**src/rtl/crono_bcd_n.sv**
```systemverilog
// N-digit BCD stopwatch: tick prescaler, synchronised edge-detected buttons, IDLE/RUN/LAP/STOP control.
// Optional countdown (down_mode/preset ports) is built when CRONO_COUNTDOWN_EN is defined.
module crono_bcd_n #(
    parameter int N_DIGITS  = 4,
    parameter int TICK_DIV  = 1,
    parameter int WRAP_MODE = 1
) (
    input  logic                  Clock,
    input  logic                  Reset,
    input  logic                  btn_start,
    input  logic                  btn_lap,
    input  logic                  btn_stop,
    input  logic                  btn_clear,
`ifdef CRONO_COUNTDOWN_EN
    input  logic                  down_mode,
    input  logic [4*N_DIGITS-1:0] preset,
`endif
    output logic [4*N_DIGITS-1:0] digits,
    output logic [4*N_DIGITS-1:0] count,
    output logic [1:0]            state,
    output logic                  ovf
);
    localparam int W  = 4 * N_DIGITS;
    localparam int PW = (TICK_DIV > 1) ? $clog2(TICK_DIV) : 1;

    typedef enum logic [1:0] {IDLE = 2'd0, RUN = 2'd1, LAP = 2'd2, STOP = 2'd3} state_e;
    typedef enum logic [2:0] {CMD_NONE, CMD_START, CMD_LAP, CMD_STOP, CMD_CLEAR} cmd_e;

    state_e        state_q, state_d;
    cmd_e          cmd;
    logic [3:0]    btn_raw, sync1_q, sync2_q, prev_q, press;
    logic [W-1:0]  count_q, count_d, digits_q, digits_d, inc, dec;
    logic [PW-1:0] presc_q, presc_d;
    logic          ovf_q, ovf_d, sat_q, sat_d;
    logic          run, tick, inc_carry, done, down_en;

    // Bit order doubles as priority order: clear (3) > stop > lap > start (0).
    assign btn_raw = {btn_clear, btn_stop, btn_lap, btn_start};
    assign press   = sync2_q & ~prev_q;

    always_ff @(posedge Clock or posedge Reset) begin
        if (Reset) begin
            sync1_q <= '0;
            sync2_q <= '0;
            prev_q  <= '0;
        end else begin
            sync1_q <= btn_raw;
            sync2_q <= sync1_q;
            prev_q  <= sync2_q;
        end
    end

    always_comb begin
        cmd = CMD_NONE;
        if (press[3])      cmd = CMD_CLEAR;
        else if (press[2]) cmd = CMD_STOP;
        else if (press[1]) cmd = CMD_LAP;
        else if (press[0]) cmd = CMD_START;
    end

    // BCD +1; a carry out of the top digit means the count was all-9s.
    always_comb begin
        inc       = count_q;
        inc_carry = 1'b1;
        for (int i = 0; i < N_DIGITS; i++) begin
            if (inc_carry) begin
                if (count_q[4*i +: 4] >= 4'd9) begin
                    inc[4*i +: 4] = 4'd0;
                end else begin
                    inc[4*i +: 4] = count_q[4*i +: 4] + 4'd1;
                    inc_carry     = 1'b0;
                end
            end
        end
    end

`ifdef CRONO_COUNTDOWN_EN
    logic         down_q, down_d, dec_borrow;
    logic [W-1:0] preset_cl;

    always_comb begin
        dec        = count_q;
        dec_borrow = 1'b1;
        for (int i = 0; i < N_DIGITS; i++) begin
            if (dec_borrow) begin
                if (count_q[4*i +: 4] == 4'd0) begin
                    dec[4*i +: 4] = 4'd9;
                end else begin
                    dec[4*i +: 4] = count_q[4*i +: 4] - 4'd1;
                    dec_borrow    = 1'b0;
                end
            end
        end
    end

    always_comb begin
        preset_cl = '0;
        for (int i = 0; i < N_DIGITS; i++)
            preset_cl[4*i +: 4] = (preset[4*i +: 4] > 4'd9) ? 4'd9 : preset[4*i +: 4];
    end

    always_ff @(posedge Clock or posedge Reset) begin
        if (Reset) down_q <= 1'b0;
        else       down_q <= down_d;
    end

    assign down_en = down_q;
`else
    assign dec     = '0;
    assign down_en = 1'b0;
`endif

    always_comb begin
        run     = (state_q == RUN) || (state_q == LAP);
        tick    = run && (presc_q == PW'(TICK_DIV - 1));
        presc_d = presc_q;
        if (run) presc_d = tick ? '0 : presc_q + 1'b1;

        count_d = count_q;
        ovf_d   = 1'b0;
        sat_d   = sat_q;
        done    = 1'b0;
`ifdef CRONO_COUNTDOWN_EN
        down_d  = down_q;
`endif
        // The tick is resolved under the current state before any transition.
        if (tick) begin
            if (down_en) begin
                if (count_q == '0 || dec == '0) begin
                    count_d = '0;
                    ovf_d   = 1'b1;
                    done    = 1'b1;
                end else begin
                    count_d = dec;
                end
            end else if (!inc_carry) begin
                count_d = inc;
            end else if (WRAP_MODE != 0) begin
                count_d = '0;
                ovf_d   = 1'b1;
            end else begin
                ovf_d = !sat_q;
                sat_d = 1'b1;
            end
        end

        state_d = state_q;
        case (state_q)
            IDLE: if (cmd == CMD_START) state_d = RUN;
            RUN: begin
                if (cmd == CMD_LAP)        state_d = LAP;
                else if (cmd == CMD_STOP)  state_d = STOP;
                else if (cmd == CMD_CLEAR) state_d = IDLE;
            end
            LAP: begin
                if (cmd == CMD_LAP)        state_d = RUN;
                else if (cmd == CMD_STOP)  state_d = STOP;
                else if (cmd == CMD_CLEAR) state_d = IDLE;
            end
            STOP: begin
                if (cmd == CMD_START)      state_d = RUN;
                else if (cmd == CMD_CLEAR) state_d = IDLE;
            end
            default: state_d = IDLE;
        endcase
        if (done && state_d != IDLE) state_d = STOP;

        digits_d = (state_q == LAP && state_d == LAP) ? digits_q : count_d;

        if (state_d == IDLE) begin
            count_d  = '0;
            digits_d = '0;
            presc_d  = '0;
            sat_d    = 1'b0;
        end
`ifdef CRONO_COUNTDOWN_EN
        else if (state_q == IDLE) begin
            down_d = down_mode;
            if (down_mode) begin
                count_d  = preset_cl;
                digits_d = preset_cl;
            end
        end
`endif
    end

    always_ff @(posedge Clock or posedge Reset) begin
        if (Reset) begin
            state_q  <= IDLE;
            count_q  <= '0;
            digits_q <= '0;
            presc_q  <= '0;
            ovf_q    <= 1'b0;
            sat_q    <= 1'b0;
        end else begin
            state_q  <= state_d;
            count_q  <= count_d;
            digits_q <= digits_d;
            presc_q  <= presc_d;
            ovf_q    <= ovf_d;
            sat_q    <= sat_d;
        end
    end

    assign digits = digits_q;
    assign count  = count_q;
    assign state  = state_q;
    assign ovf    = ovf_q;
endmodule

```
**config.mk**
```make
export PLATFORM = sky130hd
export DESIGN_NAME = crono_bcd_n
export DESIGN_NICKNAME = d
export VERILOG_FILES = /design/src/rtl/crono_bcd_n.sv
export SDC_FILE = /design/constraint.sdc
export NUM_CORES = 1
export LEC_CHECK = 0
export ABC_CLOCK_PERIOD_IN_PS = 2600
export CAP_MARGIN = 10
export CORE_UTILIZATION = 30
export DETAILED_ROUTE_END_ITERATION = 6
export GPL_ROUTABILITY_DRIVEN = 0
export SLEW_MARGIN = 20
export SYNTH_ARGS = -nofsm -noshare
export SYNTH_HDL_FRONTEND = slang
export SYNTH_SLANG_ARGS = --single-unit
```
**constraint.sdc**
```tcl
create_clock -name Clock -period 2.6 [get_ports Clock]
set_input_delay 0.78 -clock Clock [delete_from_list [all_inputs] [get_ports Clock]]
set_output_delay 0.78 -clock Clock [all_outputs]
set_load 0.02 [all_outputs]
```
* Yosys cells after proc, flatten, opt, wreduce, memory -nomap -nowiden
Cells that the tools add are included.
Word-level totals: bits in registers 48, input bits 6, output and inout bits 35, logic and storage cells 70
Cells by class: add/subtract/negate cells 5, order comparisons 4, equal/unequal tests 9, multiplexer cells 35, bitwise logic cells 3, reduce and logical (&&, ||, !) cells 6
Operators by type and width (number):
- two-way mux 16 bit | 5
- two-way mux 4 bit | 7
- adder 4 x 1 -> 4 bit (second input constant) | 4
- greater-or-equal comparator 4 bit (second input constant) | 4
- two-way mux 2 bit | 8
- two-way mux 1 bit | 13
- case mux 2 bit (4 select lines) | 1
- equality test 2 bit (second input constant) | 3
- equality test 3 x 2 -> 1 bit (second input constant) | 2
- bitwise AND 4 bit | 1
- zero test 2 bit | 2
- NOT 4 bit | 1
- equality test 3 x 1 -> 1 bit (second input constant) | 1
- equality test 3 bit (second input constant) | 1
- two-way mux 3 bit | 1
- equality test 2 x 1 -> 1 bit (second input constant) | 1
- logical AND 1 bit | 2
- != test 2 x 1 -> 1 bit (second input constant) | 1
- nonzero test 2 bit | 1
- adder 1 bit (second input constant) | 1
- logical OR 1 bit | 1
- NOT 1 bit | 1

* Depth between registers and ports, before layout
depth after elaboration 15, mapped depth 10, mapped depth without buffers 9

* Least setup slack after synthesis
OpenSTA, ideal clock, no wires.
kind flip-flop to flip-flop, from register state_q[0], in the netlist state[0], to register count_q[3], in the netlist count[3], library setup time 129 ps, arrival 1933 ps, data required time 2471 ps, path slack 538 ps, cell stages (with the launch flop) 10, path buffers 2, clock period less this slack 2062 ps, cell sequence dfrtp_1 -> inv_1 -> ha_1 -> clkbuf_1 -> o221a_2 -> nor3_2 -> inv_2 -> nor2_2 -> buf_4 -> nor2_1
On the way: word-level cells in the longest chain between the ends 6, elaborated cells between the ends (all ways) 16, classes of those cells eq/ne (3); mux (9); reduce/logical (4)
RTL lines:
- from (decl) | line 29 | state_e state_q, state_d;
- from (signal assigned) | line 196 | state_q <= state_d;
- two-way mux 2 bit | line 153, 158, 162
- two-way mux 2 bit | line 157 | else if (cmd == CMD_STOP) state_d = STOP;
- two-way mux 2 bit, on equally long branches | line 156, 151
- case mux 2 bit (4 select lines) | line 148 | case (state_q)
- zero test 2 bit | line 170 | if (state_d == IDLE) begin
- two-way mux 16 bit (*) | line 170
- named net count_d[3] | line 32 | logic [W-1:0] count_q, count_d, digits_q, digits_d, inc, dec;
- to (signal assigned) | line 197 | count_q <= count_d;
- to (decl) | line 32
Mark *: on every way through the listed nets, which the timed path passes. The rest lies on a longest branch. A chain may end at the register's enable or synchronous reset.

* Worst setup path in the final report
from register state_q[0], in the netlist state[0], to register count_q[14], in the netlist count[14]
The elaborated chain is that of the path after synthesis.

==> out/qor.csv <==
metric,value,unit
drtAntennaViolNets,0,
yosys_register_bits,48,
die_x,91.9,um
synth-async-reset-ratio,1.00,
antenna_found_initial,0,
yosysTopAreaCell,dfrtp_1,
rows,32,
first_iter_violations,76,
power_leakage,1.30,nW
io_pins,41,
fmax,441,MHz
yosysSeqAreaShare,0.495,
cts-resized-gates,0,
hold_path.class,flip-flop to flip-flop,
cp_data_required_time,2.84,ns
core-area,7770,um2
worst_pin_slew,0.601,ns
track_usage,0.136,
vdd_ir_drop_max,0.355,mV
synth_edf_count,0,
place_area,2960,um2
drc,0,
drive_above_1_share,0.113,
ys_warn_count,0,
start_kind,flip-flop,
drv_cap,0,
insertion_delay,0.31,ns
fin_setup_tns,0,ns
dr_total_vias,1877,
critical_path.slowest_cell,nor3_1,
cts_tree,yes,
slew_violations,0,
synth_cell_type_count,54,
end_kind,flip-flop,
cp_max_fo,6,
power,2.19,mW
rsz0062_at_grt,false,
layout.nets,305,
hold_buffers,0,
final_area,3050,um2
cts_setup_buffers,0,
synth_ff_type,dfrtp_1,
status,finished clean,
cts_buffers,5,
cp_num_buf_inv,1,
layout.cells.non_filler,386,
clock-root-buffer,clkbuf_8,
grt_pass1_wl,9040,um
synth_cells,238,
finalCritPeriodShare,0.872,
place_inst,378,
crit_chain,inv_1 > ha_1 > and2b_1 > nand3_2 > nor3_1 > and4b_1 > a2bb2oi_1,
place.port_buffers,40,
synth_top_area_frac,0.495,
fin_crit,2.27,ns
first_pass_iters,4,
initial_core_util,0.312,
hold_viol,0,
setup_viol,0,
worst_path_largest_cell_delay,0.50,ns
syn_to_final_growth,25.9,%
synth_area_per_cell,10.2,um2
slew_headroom,0.599,
die_y,91.9,um
path_clk_slew,0.10,ns
synthesis.nets,260,
grt_max_degree,29,
worstSetupPathType,flip-flop to flip-flop,
synth_area_leaders,"dfrtp_1 (50%), ha_1 (8.3%), nor2_1 (4.8%)",
overflow,0,
crit_arrival,2.51,ns
power.density,718,nW/um2
synth.cell_area,2420,um2
grt_pass1_vias,1887,
die_area,8450,um2
finClkSkew,0.0127,ns
h-tree-depth,2,
hpwl,3840,um
viasPerCell,4.86,
wl,5380,um
cts_buffer_depth,2,
path_delay_family,simple AND/OR/NAND/NOR gates,
diodes,0,
cts.sinks,48,
wl_per_cell,13.9,um
[metal layers]
layer | track usage | wire length (um) | vias to the layer above
met5 | 0 | 0 | -
met4 | 0.0482 | 82 | 0
met3 | 0.0257 | 217 | 9
met2 | 0.225 | 2550 | 40
met1 | 0.178 | 2540 | 909
li1 | - | - | 919
[through the flow]
stage / setup WS [ns] / hold WS (ns) / util
after floorplan: 0.538 / 0.331 / -
after global placement: 0.411 / 0.335 / 0.380
after detailed placement: 0.354 / 0.336 / 0.380
after CTS: 0.329 / 0.347 / 0.393
after global routing: 0.117 / 0.352 / 0.393
final: 0.333 / 0.350 / 0.393
[registers in the layout (all words and copies together), names as in the netlist]
| signal | count |
|---|---|
| state | 2 |
| prev_q | 4 |
| digits | 16 |
| presc_q | 1 |
| sync2_q | 4 |
| ovf | 1 |
| count | 16 |
| sync1_q | 4 |
[cell type report]
cell class / instances / area, um2
fillers: 788 / 4710
well taps: 102 / 128
multi-input cells: 164 / 1100
clock inverters: 2 / 15.0
repair buffers: 47 / 465
clock buffers: 6 / 82.6
flip-flops and latches: 48 / 1200
inverters: 17 / 63.8
[placed cells by master (no fill, tap or decap), types with 4 or more instances in the layout]
cell type / instances
a21oi_1: 4
a31oi_1: 10
buf_4: 6
clkbuf_8: 6
clkdlybuf4s50_1: 40
dfrtp_1: 48
ha_1: 16
inv_1: 14
nand2_1: 16
nand3_1: 7
nor2_1: 31
o21ai_0: 6
o21ai_1: 7
o22ai_1: 13
[cell usage after synthesis, drive strengths merged (2+ instances only)]
library cell	number
or2	2
nor3b	3
a2bb2oi	2
buf	6
o22a	2
or3b	3
nor2b	3
o21ai	13
nand3	9
nand2	17
o2bb2ai	2
o21a	2
inv	17
nand2b	4
and2	3
a31oi	10
dfrtp	48
nor3	4
a22oi	2
o22ai	13
a21oi	5
clkbuf	3
ha	16
nor2	32
and2b	2
[worst reg2reg max path, cell delays in order (launching register included)]
cell and delay, ns:
dfrtp_1 0.44, inv_1 0.09, ha_1 0.32, and2b_1 0.22, nand3_2 0.15, nor3_1 0.50
and4b_1 0.31, a2bb2oi_1 0.16
[power breakdown]
part           total [mW]  leakage (nW)  internal [mW]  switching (mW)
clock network       0.477        0.0434          0.216           0.262
registers           0.824         0.640          0.787          0.0374
logic               0.890         0.621          0.283           0.606
total                2.19          1.30           1.29           0.905
[cell families after synthesis]
family                     Yosys count  synth area share
muxes                                1           0.00413
and+or+nand+nor                     86             0.190
adders and majority gates           16            0.0826
AOI/OAI and AO/OA                   61             0.176
DFF                                 48             0.495
buffers and inverters               26            0.0521
[worst paths after layout]
path | startpoint | to | slack [ns] | cells after the start
worst max-delay path | state[0]$_DFF_PP0_ | count[14]$_DFF_PP0_ | 0.33 | 7
worst min-delay path | sync1_q[2]$_DFF_PP0_ | sync2_q[2]$_DFF_PP0_ | 0.35 | 0
worst max register to register | state[0]$_DFF_PP0_ | count[14]$_DFF_PP0_ | 0.33 | 7
worst min register to register | sync1_q[2]$_DFF_PP0_ | sync2_q[2]$_DFF_PP0_ | 0.35 | 0
max in group asynchronous | Reset | count[9]$_DFF_PP0_ | 1.22 | 3
min in group asynchronous | Reset | sync2_q[2]$_DFF_PP0_ | 0.86 | 2
(Power assumes the default switching activity.)
